$ cat src/rtl/noc_pkg.sv
// Shared mesh-NoC definitions: output port indices, route FSM state type and
// the beat-0 header field extractor used by the route decoder.
// No ports (package).
package noc_pkg;

  // Output port indices of a mesh router
  localparam int PORT_N  = 0;
  localparam int PORT_E  = 1;
  localparam int PORT_S  = 2;
  localparam int PORT_W  = 3;
  localparam int PORT_L0 = 4;

  // Header fields are 8 bits wide; the field offsets are spaced 8 bits apart
  // by default. Keeping the field wider than the coordinate lets an
  // out-of-mesh target (e.g. X=5 in a 4-column mesh) be recognised.
  localparam int HDR_FIELD_W = 8;
  localparam int HDR_MAX_W   = 64;

  typedef enum logic [1:0] {
    ST_IDLE,
    ST_FORWARD,
    ST_DROP
  } route_state_e;

  typedef struct packed {
    logic [HDR_FIELD_W-1:0] x;
    logic [HDR_FIELD_W-1:0] y;
    logic [HDR_FIELD_W-1:0] l;
  } hdr_xy_t;

  function automatic hdr_xy_t hdr_xy_decode(input logic [HDR_MAX_W-1:0] data,
                                            input int unsigned x_lsb,
                                            input int unsigned y_lsb,
                                            input int unsigned l_lsb);
    hdr_xy_t h;
    logic [HDR_MAX_W-1:0] sx, sy, sl;
    sx  = data >> x_lsb;
    sy  = data >> y_lsb;
    sl  = data >> l_lsb;
    h.x = sx[HDR_FIELD_W-1:0];
    h.y = sy[HDR_FIELD_W-1:0];
    h.l = sl[HDR_FIELD_W-1:0];
    return h;
  endfunction

endpackage

$ cat src/rtl/xy_route_decode.sv
// Combinational header -> output port / drop decision for one router input.
// Optional macro ROUTER_ADAPTIVE_EN: minimal-adaptive choice between the
// productive X and Y directions based on downstream ready; otherwise strict XY.
// Ports:
//   hdr   in  DATA_WIDTH      beat-0 TDATA
//   ready in  CHANNEL_NUMBER  downstream TREADY (used only in adaptive mode)
//   port  out PORT_IDX_W      selected output
//   drop  out 1               target outside the mesh / nonexistent local port
module xy_route_decode
  import noc_pkg::*;
#(
  parameter int DATA_WIDTH    = 32,
  parameter int MAX_ROUTERS_X = 4,
  parameter int MAX_ROUTERS_Y = 4,
  parameter int LOCAL_PORTS   = 1,
  parameter int ROUTER_X      = 0,
  parameter int ROUTER_Y      = 0,
  parameter int X_LSB         = 0,
  parameter int Y_LSB         = 8,
  parameter int L_LSB         = 16,
  localparam int CHANNEL_NUMBER = 4 + LOCAL_PORTS,
  localparam int PORT_IDX_W     = $clog2(CHANNEL_NUMBER)
) (
  input  logic [DATA_WIDTH-1:0]     hdr,
  input  logic [CHANNEL_NUMBER-1:0] ready,
  output logic [PORT_IDX_W-1:0]     port,
  output logic                      drop
);

  localparam logic [HDR_FIELD_W-1:0] MAX_X = HDR_FIELD_W'(MAX_ROUTERS_X);
  localparam logic [HDR_FIELD_W-1:0] MAX_Y = HDR_FIELD_W'(MAX_ROUTERS_Y);
  localparam logic [HDR_FIELD_W-1:0] OWN_X = HDR_FIELD_W'(ROUTER_X);
  localparam logic [HDR_FIELD_W-1:0] OWN_Y = HDR_FIELD_W'(ROUTER_Y);
  localparam logic [HDR_FIELD_W-1:0] NUM_L = HDR_FIELD_W'(LOCAL_PORTS);

  logic [HDR_MAX_W-1:0]  hdr_ext;
  hdr_xy_t               h;
  logic                  x_prod;
  logic                  y_prod;
  logic [PORT_IDX_W-1:0] x_port;
  logic [PORT_IDX_W-1:0] y_port;

  assign hdr_ext = HDR_MAX_W'(hdr);

  always_comb begin
    h      = hdr_xy_decode(hdr_ext, X_LSB, Y_LSB, L_LSB);
    drop   = 1'b0;
    port   = PORT_IDX_W'(PORT_L0) + PORT_IDX_W'(h.l);
    x_prod = (h.x != OWN_X);
    y_prod = (h.y != OWN_Y);
    x_port = (h.x > OWN_X) ? PORT_IDX_W'(PORT_E) : PORT_IDX_W'(PORT_W);
    y_port = (h.y > OWN_Y) ? PORT_IDX_W'(PORT_S) : PORT_IDX_W'(PORT_N);
    if (h.x >= MAX_X || h.y >= MAX_Y) begin
      drop = 1'b1;
    end else if (x_prod) begin
`ifdef ROUTER_ADAPTIVE_EN
      // X wins unless only the Y direction can accept right now
      if (y_prod && !ready[x_port] && ready[y_port]) port = y_port;
      else                                           port = x_port;
`else
      port = x_port;
`endif
    end else if (y_prod) begin
      port = y_port;
    end else if (h.l >= NUM_L) begin
      drop = 1'b1;
    end
  end

`ifdef ROUTER_ADAPTIVE_EN
`else
  // strict XY ignores downstream ready
  logic unused_ready;
  assign unused_ready = ^ready;
`endif

endmodule

$ cat src/rtl/xy_route_lock.sv
// Packet-locking XY route controller for one mesh router input. Decodes the
// destination from beat 0, locks one output for the whole packet (until the
// TLAST handshake) and discards/counts packets addressed outside the mesh.
// Optional macro ROUTER_ADAPTIVE_EN selects minimal-adaptive routing in the
// decoder; default is strict XY.
// Ports:
//   ACLK, ARESET                 clock, synchronous active-high reset
//   in_tvalid/tready/tdata/tlast/tuser   input AXI-Stream
//   out_tvalid/tready/tdata/tlast/tuser  CHANNEL_NUMBER output streams
//                                 (0..3 = N,E,S,W; 4.. = local ports)
//   locked_port  currently held output
//   busy         high in FORWARD or DROP
//   drop_pulse   one-cycle pulse (first DROP cycle) per dropped packet
//   drop_count   saturating dropped-packet count
//
// state      | meaning
// -----------+---------------------------------------------------------
// ST_IDLE    | header seen on TVALID is decoded, not consumed (1 bubble)
// ST_FORWARD | in <-> out[locked_port] combinational path until TLAST
// ST_DROP    | in.TREADY held high, beats discarded until TLAST
module xy_route_lock
  import noc_pkg::*;
#(
  parameter int DATA_WIDTH    = 32,
  parameter int USER_WIDTH    = 1,
  parameter int MAX_ROUTERS_X = 4,
  parameter int MAX_ROUTERS_Y = 4,
  parameter int LOCAL_PORTS   = 1,
  parameter int ROUTER_X      = 0,
  parameter int ROUTER_Y      = 0,
  parameter int X_LSB         = 0,
  parameter int Y_LSB         = 8,
  parameter int L_LSB         = 16,
  parameter int CNT_WIDTH     = 16,
  localparam int CHANNEL_NUMBER = 4 + LOCAL_PORTS,
  localparam int PORT_IDX_W     = $clog2(CHANNEL_NUMBER)
) (
  input  logic                                      ACLK,
  input  logic                                      ARESET,
  input  logic                                      in_tvalid,
  output logic                                      in_tready,
  input  logic [DATA_WIDTH-1:0]                     in_tdata,
  input  logic                                      in_tlast,
  input  logic [USER_WIDTH-1:0]                     in_tuser,
  output logic [CHANNEL_NUMBER-1:0]                 out_tvalid,
  input  logic [CHANNEL_NUMBER-1:0]                 out_tready,
  output logic [CHANNEL_NUMBER-1:0][DATA_WIDTH-1:0] out_tdata,
  output logic [CHANNEL_NUMBER-1:0]                 out_tlast,
  output logic [CHANNEL_NUMBER-1:0][USER_WIDTH-1:0] out_tuser,
  output logic [PORT_IDX_W-1:0]                     locked_port,
  output logic                                      busy,
  output logic                                      drop_pulse,
  output logic [CNT_WIDTH-1:0]                      drop_count
);

  route_state_e          state, state_nxt;
  logic [PORT_IDX_W-1:0] port_q;
  logic                  drop_pulse_q;
  logic [CNT_WIDTH-1:0]  cnt_q;
  logic [PORT_IDX_W-1:0] dec_port;
  logic                  dec_drop;

  xy_route_decode #(
    .DATA_WIDTH    (DATA_WIDTH),
    .MAX_ROUTERS_X (MAX_ROUTERS_X),
    .MAX_ROUTERS_Y (MAX_ROUTERS_Y),
    .LOCAL_PORTS   (LOCAL_PORTS),
    .ROUTER_X      (ROUTER_X),
    .ROUTER_Y      (ROUTER_Y),
    .X_LSB         (X_LSB),
    .Y_LSB         (Y_LSB),
    .L_LSB         (L_LSB)
  ) u_decode (
    .hdr   (in_tdata),
    .ready (out_tready),
    .port  (dec_port),
    .drop  (dec_drop)
  );

  // Payload is broadcast; only TVALID selects the destination.
  assign out_tdata = {CHANNEL_NUMBER{in_tdata}};
  assign out_tlast = {CHANNEL_NUMBER{in_tlast}};
  assign out_tuser = {CHANNEL_NUMBER{in_tuser}};

  always_comb begin
    state_nxt  = state;
    in_tready  = 1'b0;
    out_tvalid = '0;
    case (state)
      ST_IDLE: begin
        if (in_tvalid) state_nxt = dec_drop ? ST_DROP : ST_FORWARD;
      end
      ST_FORWARD: begin
        in_tready          = out_tready[port_q];
        out_tvalid[port_q] = in_tvalid;
        if (in_tvalid && out_tready[port_q] && in_tlast) state_nxt = ST_IDLE;
      end
      ST_DROP: begin
        in_tready = 1'b1;
        if (in_tvalid && in_tlast) state_nxt = ST_IDLE;
      end
      default: state_nxt = ST_IDLE;
    endcase
  end

  always_ff @(posedge ACLK) begin
    if (ARESET) begin
      state        <= ST_IDLE;
      port_q       <= '0;
      drop_pulse_q <= 1'b0;
      cnt_q        <= '0;
    end else begin
      state        <= state_nxt;
      drop_pulse_q <= 1'b0;
      if (state == ST_IDLE && in_tvalid) begin
        if (dec_drop) begin
          drop_pulse_q <= 1'b1;
          if (cnt_q != '1) cnt_q <= cnt_q + CNT_WIDTH'(1);
        end else begin
          port_q <= dec_port;
        end
      end
    end
  end

  assign locked_port = port_q;
  assign busy        = (state != ST_IDLE);
  assign drop_pulse  = drop_pulse_q;
  assign drop_count  = cnt_q;

endmodule
$ cat config.mk
export PLATFORM = sky130hd
export DESIGN_NAME = xy_route_lock
export DESIGN_NICKNAME = d
export VERILOG_FILES = /design/src/rtl/noc_pkg.sv /design/src/rtl/xy_route_decode.sv /design/src/rtl/xy_route_lock.sv
export SDC_FILE = /design/constraint.sdc
export NUM_CORES = 1
export LEC_CHECK = 0
export ABC_AREA = 0
export CORE_AREA = 2 2 97 99
export CTS_BUF_LIST = sky130_fd_sc_hd__clkbuf_16
export CTS_CLUSTER_SIZE = 14
export DETAILED_ROUTE_END_ITERATION = 7
export DIE_AREA = 0 0 99 101
export HOLD_SLACK_MARGIN = 0.1
export PLACE_DENSITY = 0.77
export SYNTH_ARGS = -nofsm -noshare
export SYNTH_HDL_FRONTEND = slang
export SYNTH_SLANG_ARGS = --single-unit
$ cat constraint.sdc
create_clock -name ACLK -period 2.8 [get_ports ACLK]
set_clock_uncertainty 0.1 [all_clocks]
set_input_delay 0.28 -clock ACLK [delete_from_list [all_inputs] [get_ports ACLK]]
set_output_delay 0.28 -clock ACLK [all_outputs]
set_load 0.01 [all_outputs]
After elaboration in Yosys (flattened, before gate mapping) --
Index checks and enable logic that the tools add are counted.
Storage, ports and cells: register bits after elaboration 22, bits of input ports 42, logic and storage cells 57
Cells by class: $add $sub $neg 2, order comparisons 7, eq/ne operators 6, mux-type cells 21, bitwise gates (word level) 3, reduce and logical (&&, ||, !) cells 14
Operators by type and width (number):
- 16-bit by 1-bit adder with 16-bit output, second input constant | 1
- 8-bit by 3-bit greater-or-equal comparator with 1-bit output, second input constant | 2
- 8-bit by 1-bit > comparator with 1-bit output, second input constant | 2
- 16-bit inequality test, second input constant | 1
- 8-bit nonzero test | 2
- 2-bit two-way mux | 6
- 3-bit two-way mux | 3
- 8-bit by 1-bit greater-or-equal comparator with 1-bit output, second input constant | 1
- 1-bit two-way mux | 7
- 2-bit inequality test, second input constant | 3
- 2-bit case mux with 3 select lines | 1
- 3-bit AND reduction | 2
- 5-bit bitwise AND | 1
- 1-bit logical AND | 5
- 5-bit two-way mux | 1
- 3-bit by 4-bit < comparator with 1-bit output, second input constant | 1
- 3-bit adder, first input constant | 1
- 1-bit binary-select mux with 3-bit select | 1
- 1-bit demux with 3-bit select | 1
- 3-bit by 1-bit greater-or-equal comparator with 1-bit output, second input constant | 1
- 2-bit by 1-bit == test with 1-bit output, second input constant | 1
- 2-bit == test, second input constant | 1
- 2-bit logical NOT | 1
- 1-bit inverter | 2
- other kinds (5) | 5

Depth between registers and ports, before layout --
Gate-level depths: netlist (run 1).
word-level depth 8, gate-level depth with buffers 8

Cells and area by module --
Synthesis (run 1) repeated with hierarchy kept, for this count alone.
Unflattened totals: cells, all modules 332, area, all modules 2662.6 um^2
By module, submodules not included:
- xy_route_lock | times used 1, cells an instance 316, area an instance 2519.9 um^2, sequential area each 440.4 um^2
- xy_route_decode | times used 1, cells an instance 16, area an instance 142.6 um^2, sequential area each 0.0 um^2

Least setup slack after synthesis (run 1) --
No wires, ideal clock.
kind register -> register, from reg cnt_q[0], in the netlist drop_count[0], to reg cnt_q[6], in the netlist drop_count[6], library setup time 123 ps, data arrival time 1979 ps, required time 2577 ps, setup slack 598 ps, stages on the path, launching flop included 8, path buffers 1, period minus slack after synthesis 2202 ps, cell sequence dfxtp_1 -> ha_1 -> nand3_1 -> or4b_4 -> nor2b_4 -> buf_4 -> nor4_1 -> mux2_1
Between the ends: cells in the longest elaborated chain, start to end 2, elaborated cells between the ends (all ways) 3, classes of those cells add/sub (1); eq/ne (1); reduce/logical (1)
RTL lines:
- start, declared | line xy_route_lock.sv:59 | logic [CNT_WIDTH-1:0] cnt_q;
- start signal, assigned | line xy_route_lock.sv:118 | if (cnt_q != '1) cnt_q <= cnt_q + CNT_WIDTH'(1);
- branches (longest 2 deep; another with 16-bit by 1-bit adder with 16-bit output)
Several ways; the timed one is not identified. A chain may end at the register's enable or synchronous reset.

Worst setup path in the final report (run 1) --
from reg port_q[0], in the netlist locked_port[0], to out in_tready
Between the ends: cells in the longest elaborated chain, start to end 3
RTL lines:
- start, declared | line xy_route_lock.sv:57 | logic [PORT_IDX_W-1:0] port_q;
- start signal, assigned | line xy_route_lock.sv:120 | port_q <= dec_port;
- 1-bit binary-select mux with 3-bit select | line xy_route_lock.sv:94 | in_tready = out_tready[port_q];
- 1-bit two-way mux (implied by the code) | line xy_route_lock.sv:94
- 1-bit case mux with 2 select lines | line xy_route_lock.sv:89 | case (state)
- end, declared | line xy_route_lock.sv:41 | output logic in_tready,
Every way passes these cells. The select of a mux whose other input is x is not followed.

==> key figures, run 1 <==
Outcome
  • Outcome: completed

Setup path
  • CP max stage cell: dfxtp_1
  • Most used cell, CP: mux2i_1
  • Startpoint Class: flip-flop
  • Arr. time, crit path: 2.13 ns
  • Critical Path RT: 2.42 ns
  • CP top delay family: flip-flops
  • CP cell instances: mux2i_1 -> o21ai_0 -> mux2i_1 -> nor2b_1 -> o21a_1 -> clkdlybuf4s50_1
  • Nature of the critical path endpoint: primary output
  • Buf/Inv on CP: 1
  • Worst path max stage delay: 0.54 ns
  • Setup CP Type: reg2out
  • Worst-path maximum fanout: 9

Global routing
  • Grt total ovfl: 0
  • First-pass GRT wire length: 10,200 um
  • All-Layer GR Usage: 12.5%
  • Largest net degree at the start of global routing: 33
  • Vias in the first global route: 1,955
  • Initial antenna violation count: 0

Cells and area
  • Leading cell types in the layout, fill and taps excluded: clkdlybuf4s50_1 (184), dfxtp_1 (22), buf_4 (15), nor2_1 (13)
  • Commonest non-fill, non-tap cell in the layout: clkdlybuf4s50_1
  • Final cell count without fillers: 470
  • Net count, final: 406
  • Layout Utilization: 38.9%
  • Area grow syn2layout: 33.1%
  • Total inserted antenna cells: 0
  • Share of layout cells above drive strength 1: 7.24%
  • Fill count: 884

Detailed routing
  • DRT iter0 DRCs: 80
  • Final WL: 6710 um
  • Vias: 2,116
  • Drt wl/cell: 14.3 um
  • DRT Pass-1 Iters: 4
  • Antenna Nets Post-Route: 0
  • DRC viols: 0
  • Via-per-instance ratio: 4.50

Pwr
  • Peak supply drop: 387 uV
  • Cell Pwr Density: 292 nW/um^2
  • Tot Pwr: 0.00102 W
  • Static Leak: 1.21 nW

Clock network
  • Clock Sinks: 22
  • Cts repair resizes: 0
  • Num CTS Buffers: 3
  • CTS root buf: clkbuf_16
  • CTS tree: yes
  • Clk pin slew, worst setup/hold paths: 0.06 ns
  • Setup bufs post-CTS: 0
  • Later-pin clock latency in the skew report: 0.25 ns
  • H-tree depth: 1
  • CTS max path bufs: 2
  • Hold-fix buffers, CTS: 0

Floorplan
  • Core area: 8980 um^2
  • Die H: 101 um
  • Die Span X: 99 um
  • Die area: 10000 um^2
  • Initial Utilization: 29.2%
  • Rows: 35
  • # IOs: 239

Timing
  • Fin crit period: 2.51 ns
  • Final Hold Fails: 0
  • RSZ-0062 raised after global routing: no
  • Final worst setup slack: 0.285 ns
  • Setup TNS: 0 ns
  • Rel. slew slack: 58.8%
  • Fin. max-slew vios: 0
  • Tcrit/Tclk final: 89.8%
  • Slew @ Worst Pin: 0.613 ns
  • Fmax: 0.398 GHz
  • Setup-failing EPs final: 0

Yosys
  • Mean Syn Cell Area: 7.87 um^2
  • Number of flops mapped to enable cells by yosys: 0
  • Synthesized Nets: 379
  • Async SR Flop Fraction: 0%
  • Mapped Cells: 333
  • Synth Warn #: 0
  • Synthesis-stage register bit count: 22
  • Seq/Total Area, Yosys: 16.8%
  • Synth cell types: 44
  • Dominant synthesized flop cell: dfxtp_1
  • Cell area after synthesis: 2620 um^2

Min path
  • Min-Delay Path Class: reg2reg

Place
  • GP Congestion: 0.832
  • DP Cell Count: 466
  • DP Wirelength: 5610 um
  • Post-Place Setup Slack: 0.125 ns
  • Port bufs: 184

Job
  • Max_cap viols: 0
[path summary, 6_finish.rpt]
path                   endpoint  cells past startpoint      startpoint  slack (ns)
hold reg to reg        state[1]                      2        state[1]        0.40
setup / recovery      in_tready                      6  locked_port[0]        0.29
hold / removal         state[1]                      2        state[1]        0.40
setup reg to reg  drop_count[6]                      6   drop_count[0]        0.41
[stage by stage]
step	cell area [um^2]	hold slack [ns]
after floorplan	2620	0.355
after global placement	3410	0.373
after detailed placement	3410	0.387
after CTS	3490	0.399
after global routing	3490	0.440
final	3490	0.403
[power by group]
part	switching [W]	leakage, nW	internal (W)	total (W)
logic	0.000161	0.994	0.000233	0.000394
registers	0.00000527	0.178	0.000318	0.000324
clock network	0.000111	0.0385	0.000190	0.000302
[flip-flops by register name, indices dropped and copies added (netlist names)]
| signal | flops |
|---|---|
| state | 2 |
| locked_port | 3 |
| drop_count | 16 |
| drop_pulse | 1 |
[kinds of logic after synthesis]
group                      count (synthesis)  synth area share (%)
adders and majority gates                  4                  1.91
muxes                                      6                  2.34
buffers and inverters                    187                  51.8
AOI/OAI and AO/OA                         45                  12.0
and+or+nand+nor                           69                  15.1
DFF                                       22                  16.8
[cell usage after synthesis (all sizes together) (2+ instances only)]
cell    instances  area, um^2
a21oi          13        68.8
buf           173        1310
clkbuf          5        18.8
dfxtp          22         440
ha              4        50.1
inv             9        33.8
mux2i           5        50.1
nand2          12        45.0
nand3           6        30.0
nand4           4        25.0
nor2           13        48.8
nor2b           3        26.3
nor3            2        10.0
nor4            8        50.1
o21a            2        15.0
o21ai           5        25.0
o21bai          2        18.8
o31a            2        17.5
o31ai          11        82.6
o32ai           2        17.5
or3             3        18.8
or4            10        78.8
[worst register-to-register path, stage by stage, from the launching register on]
cell and delay, ns:
dfxtp_1 0.41, ha_1 0.19, nand3_1 0.19, or4b_4 0.61, nor2b_4 0.36, nor4_1 0.10, mux2_1 0.32
[layout make-up]
type / count / area (um^2) / share of cell area (%)
Multi-Input combinational cell: 124 / 822 / 23.6
Sequential cell: 22 / 440 / 12.6
Timing Repair Buffer: 200 / 1970 / 56.6
Clock inverter: 1 / 3.75 / 0.108
Tap cell: 111 / 139 / 3.98
Clock buffer: 3 / 75.1 / 2.15
Inverter: 9 / 33.8 / 0.968
[metal layers]
layer  GRT usage (%)  share of wire (%)  wire length (um)  up-vias
met5               0                  0                 0        -
met4            1.37               0.34                23        0
met3            2.50                6.4               429        4
met2            23.5                 51              3450       95
met1            15.1                 42              2810      992
li1                -                  -                 -     1025
No activity file was read; power rests on OpenSTA's default activity.
==> inputs of run 2 (changes only) <==
--- a/config.mk
+++ b/config.mk
@@ -6,13 +6,15 @@
 export NUM_CORES = 1
 export LEC_CHECK = 0
 export ABC_AREA = 0
-export CORE_AREA = 2 2 97 99
+export CORE_AREA = 2 2 98 100
 export CTS_BUF_LIST = sky130_fd_sc_hd__clkbuf_16
 export CTS_CLUSTER_SIZE = 14
 export DETAILED_ROUTE_END_ITERATION = 7
-export DIE_AREA = 0 0 99 101
+export DIE_AREA = 0 0 100 102
+export GPL_TIMING_DRIVEN = 0
 export HOLD_SLACK_MARGIN = 0.1
-export PLACE_DENSITY = 0.77
+export PLACE_DENSITY = 0.76
 export SYNTH_ARGS = -nofsm -noshare
 export SYNTH_HDL_FRONTEND = slang
+export SYNTH_HIERARCHICAL = 1
 export SYNTH_SLANG_ARGS = --single-unit
==> run 2 against run 1 <==
Sequential cell count stayed put. Critical path type is now in2reg. First-iteration DRC count shrank 26%. Critical path depth is 3 higher. Utilization up 18 points. Cell count rose by 43%. Non-clock buffer count grew 203. Design area up 48%. Largest cell class unchanged. Setup slack worse by 0.095 ns. Highest routed layer unchanged.
==> key figures, run 2 <==
Cells and area
  • Share of layout cells above drive strength 1: 33.4% (+26 points)
  • Total inserted antenna cells: 0 (unchanged)
  • Max reg flops: 16 (unchanged)
  • Area grow syn2layout: 94.2%
  • Leading cell types in the layout, fill and taps excluded: clkdlybuf4s50_1 (229), buf_4 (170), dfxtp_1 (22), nor2_1 (15)
  • Commonest non-fill, non-tap cell in the layout: clkdlybuf4s50_1
  • Net count, final: 611 (+50%)

Pwr
  • Peak supply drop: 236 uV (-39%)
  • Static Leak: 2.23 nW (+84%)
  • Tot Pwr: 0.00128 W (+25%)
  • Cell Pwr Density: 247 nW/um^2 (-16%)

Detailed routing
  • Via-per-instance ratio: 4.20 (-6.8%)
  • Final WL: 9200 um (+37%)
  • DRT iter0 DRCs: 59 (-26%)
  • DRC viols: 0 (unchanged)
  • DRT Pass-1 Iters: 4 (unchanged)
  • Drt wl/cell: 13.7 um (-4.4%)
  • Vias: 2,829 (+34%)
  • Antenna Nets Post-Route: 0 (unchanged)

Setup path
  • Nature of the critical path endpoint: flip-flop
  • Worst R2R Setup Slack: 0.64 ns (+0.23 ns)
  • Worst-path maximum fanout: 10 (+1)
  • CP cell instances: clkdlybuf4s50_1 -> nor4_1 -> nand2_1 -> a31o_1 -> nand3_2 -> or3_1 -> buf_2 -> or4_1 -> a21oi_1
  • RR Startpoint: state[1]
  • CP max stage cell: clkdlybuf4s50_1
  • Buf/Inv on CP: 2 (+1)
  • Startpoint Class: input pin
  • Reg2reg end: drop_count[14]
  • Worst Reg2Reg Path Length in Cells: 7 (+1)
  • Critical Path RT: 2.89 ns (+0.47 ns)
  • CP top delay family: simple AND/OR/NAND/NOR gates
  • Arr. time, crit path: 2.70 ns (+0.57 ns)
  • Worst path max stage delay: 0.66 ns (+0.12 ns)
  • Setup CP Type: in2reg

Timing
  • Final Hold Fails: 0 (unchanged)
  • Slew @ Worst Pin: 0.662 ns (+0.0495 ns)
  • Rel. slew slack: 55.5% (-3.3 points)
  • Fin. max-slew vios: 0 (unchanged)
  • RSZ-0062 raised after global routing: no
  • Setup TNS: 0 ns (unchanged)
  • Fmax: 0.383 GHz (-3.6%)
  • Fin crit period: 2.61 ns (+0.0950 ns)
  • Tcrit/Tclk final: 93.2% (+3.4 points)
  • Setup-failing EPs final: 0 (unchanged)

Yosys
  • Largest area contributor in the netlist: buf_4
  • Count leader, synth: buf_4
  • Mean Syn Cell Area: 8.02 um^2 (+1.9%)
  • Seq/Total Area, Yosys: 16.5% (-0.26 points)
  • Synth area leaders: buf_4 (48%), dfxtp_1 (17%), nor4_4 (2.4%), nor2_1 (2.1%), a21oi_1 (1.9%)
  • Number of flops mapped to enable cells by yosys: 0 (unchanged)
  • Synth cell types: 52 (+18%)
  • Cell area after synthesis: 2660 um^2 (+1.6%)
  • Synthesis-stage register bit count: 22 (unchanged)
  • Synthesized Nets: 378 (-0.26%)
  • Synth top area share: 47.9% (-1.0 points)
  • Top cells by count, synth: buf_4 (170), dfxtp_1 (22), nor2_1 (15)
  • Mapped Cells: 332 (-0.30%)
  • Synth Warn #: 6 (+6)
  • Dominant synthesized flop cell: dfxtp_1
  • Async SR Flop Fraction: 0% (unchanged)

Clock network
  • CTS tree: yes
  • Clk pin slew, worst setup/hold paths: 0.06 ns (about the same)
  • Clock Sinks: 22 (unchanged)
  • CTS max path bufs: 2 (unchanged)
  • H-tree depth: 1 (unchanged)
  • Later-pin clock latency in the skew report: 0.25 ns (about the same)
  • Setup bufs post-CTS: 0 (unchanged)
  • Num CTS Buffers: 3 (unchanged)
  • CTS root buf: clkbuf_16

Floorplan
  • Die area: 10,200 um^2 (+2.0%)
  • Die Span X: 100 um (+1.0%)
  • Core area: 9110 um^2 (+1.5%)
  • Die H: 102 um (+0.99%)
  • Initial Utilization: 29.2% (+0.032 points)
  • # IOs: 239 (unchanged)
  • Rows: 35 (unchanged)

Min path
  • Min-Delay Path Class: reg2reg
  • Hold Crit Start: drop_count[14]
  • Worst hold stages: 2 (unchanged)
  • Worst Hold End: drop_count[14]

Global routing
  • All-Layer GR Usage: 16.3% (+3.8 points)
  • Vias in the first global route: 2,620 (+34%)
  • Initial antenna violation count: 0 (unchanged)
  • Grt total ovfl: 0 (unchanged)
  • First-pass GRT wire length: 13,500 um (+33%)
  • Largest net degree at the start of global routing: 12 (-64%)

Place
  • Port bufs: 229 (+24%)
  • DP Wirelength: 7990 um (+42%)
  • GP Congestion: 0.858 (+3.1%)

Outcome
  • Outcome: completed

Job
  • Max_cap viols: 0 (unchanged)
==> run 2: changes by cell type after synthesis, moves of 3 or more <==
cell / previous run / this run
or4_1: 9 / 1
and3_1: 1 / 4
nor4_1: 8 / 3
nor2b_1: 2 / 5
o31ai_1: 11 / 1
mux2_2: 0 / 4
a311oi_1: 1 / 4
nor4_4: 0 / 3
==> run 2: cell families after synthesis <==
| kind of cell | share of synthesized area, % |
|---|---|
| buf+inv | 49.7 |
| simple gates | 17.3 |
| compound gates | 11.4 |
| flops | 16.5 |
| mux | 3.20 |
| fa+ha+maj | 1.88 |
==> run 2: power by group <==
| part | internal (W) | total, W | switching, W |
|---|---|---|---|
| Sequential | 0.000319 | 0.000325 | 0.00000605 |
| Combinational | 0.000423 | 0.000648 | 0.000226 |
| Clock | 0.000189 | 0.000303 | 0.000114 |
==> run 2: worst max path at each step <==
stage,start,cells after the start,to,slack [ns]
CTS,locked_port[0],6,in_tready,0.09
global placement,in_tdata[17],9,drop_count[14],-0.06
finish,in_tdata[17],9,drop_count[14],0.19
global route,in_tdata[17],8,drop_count[11],0.0007
floorplan,in_tdata[1],7,drop_count[14],0.78
detailed placement,in_tdata[17],9,drop_count[14],-0.11
==> run 2: timing repair <==
item	CTS	global route
endpoints found under the setup margin	0	1
hold buffers	0	0
resized for setup	0	1
==> run 2: cell type report <==
cell class | count | area, um^2
inverters | 7 | 26.3
clock buffers | 3 | 75.1
repair buffers | 229 | 2290
multi-input cells | 128 | 906
well taps | 111 | 139
flip-flops and latches | 22 | 440
fillers | 827 | 3940
plain buffers | 174 | 1290
==> run 2: worst min-delay path, stage by stage (launching register included) <==
cell and delay, ns:
dfxtp_1 0.34, o31ai_1 0.07, a21oi_1 0.05
==> run 2: metal layers <==
metal / GRT usage, % / vias to the layer above / routed length, um
met2: 33.7 / 117 / 5140
met4: 2.32 / 0 / 63
met5: 0 / - / 0
met3: 3.08 / 8 / 622
li1: - / 1426 / -
met1: 17.4 / 1278 / 3380
==> run 2: per-stage QoR <==
stage          utilization [%]  std cells  instance area (um^2)  worst slack [ns]  hold WS, ns
6_report                  56.8        674                  5170             0.190        0.410
5_1_grt                   56.8        674                  5170          0.000750        0.451
4_1_cts                   56.7        675                  5170            0.0943        0.411
3_5_place_dp              55.9        672                  5090            -0.110        0.401
3_3_place_gp              55.9        672                  5090           -0.0643        0.399
2_1_floorplan                -        332                  2660             0.775        0.393
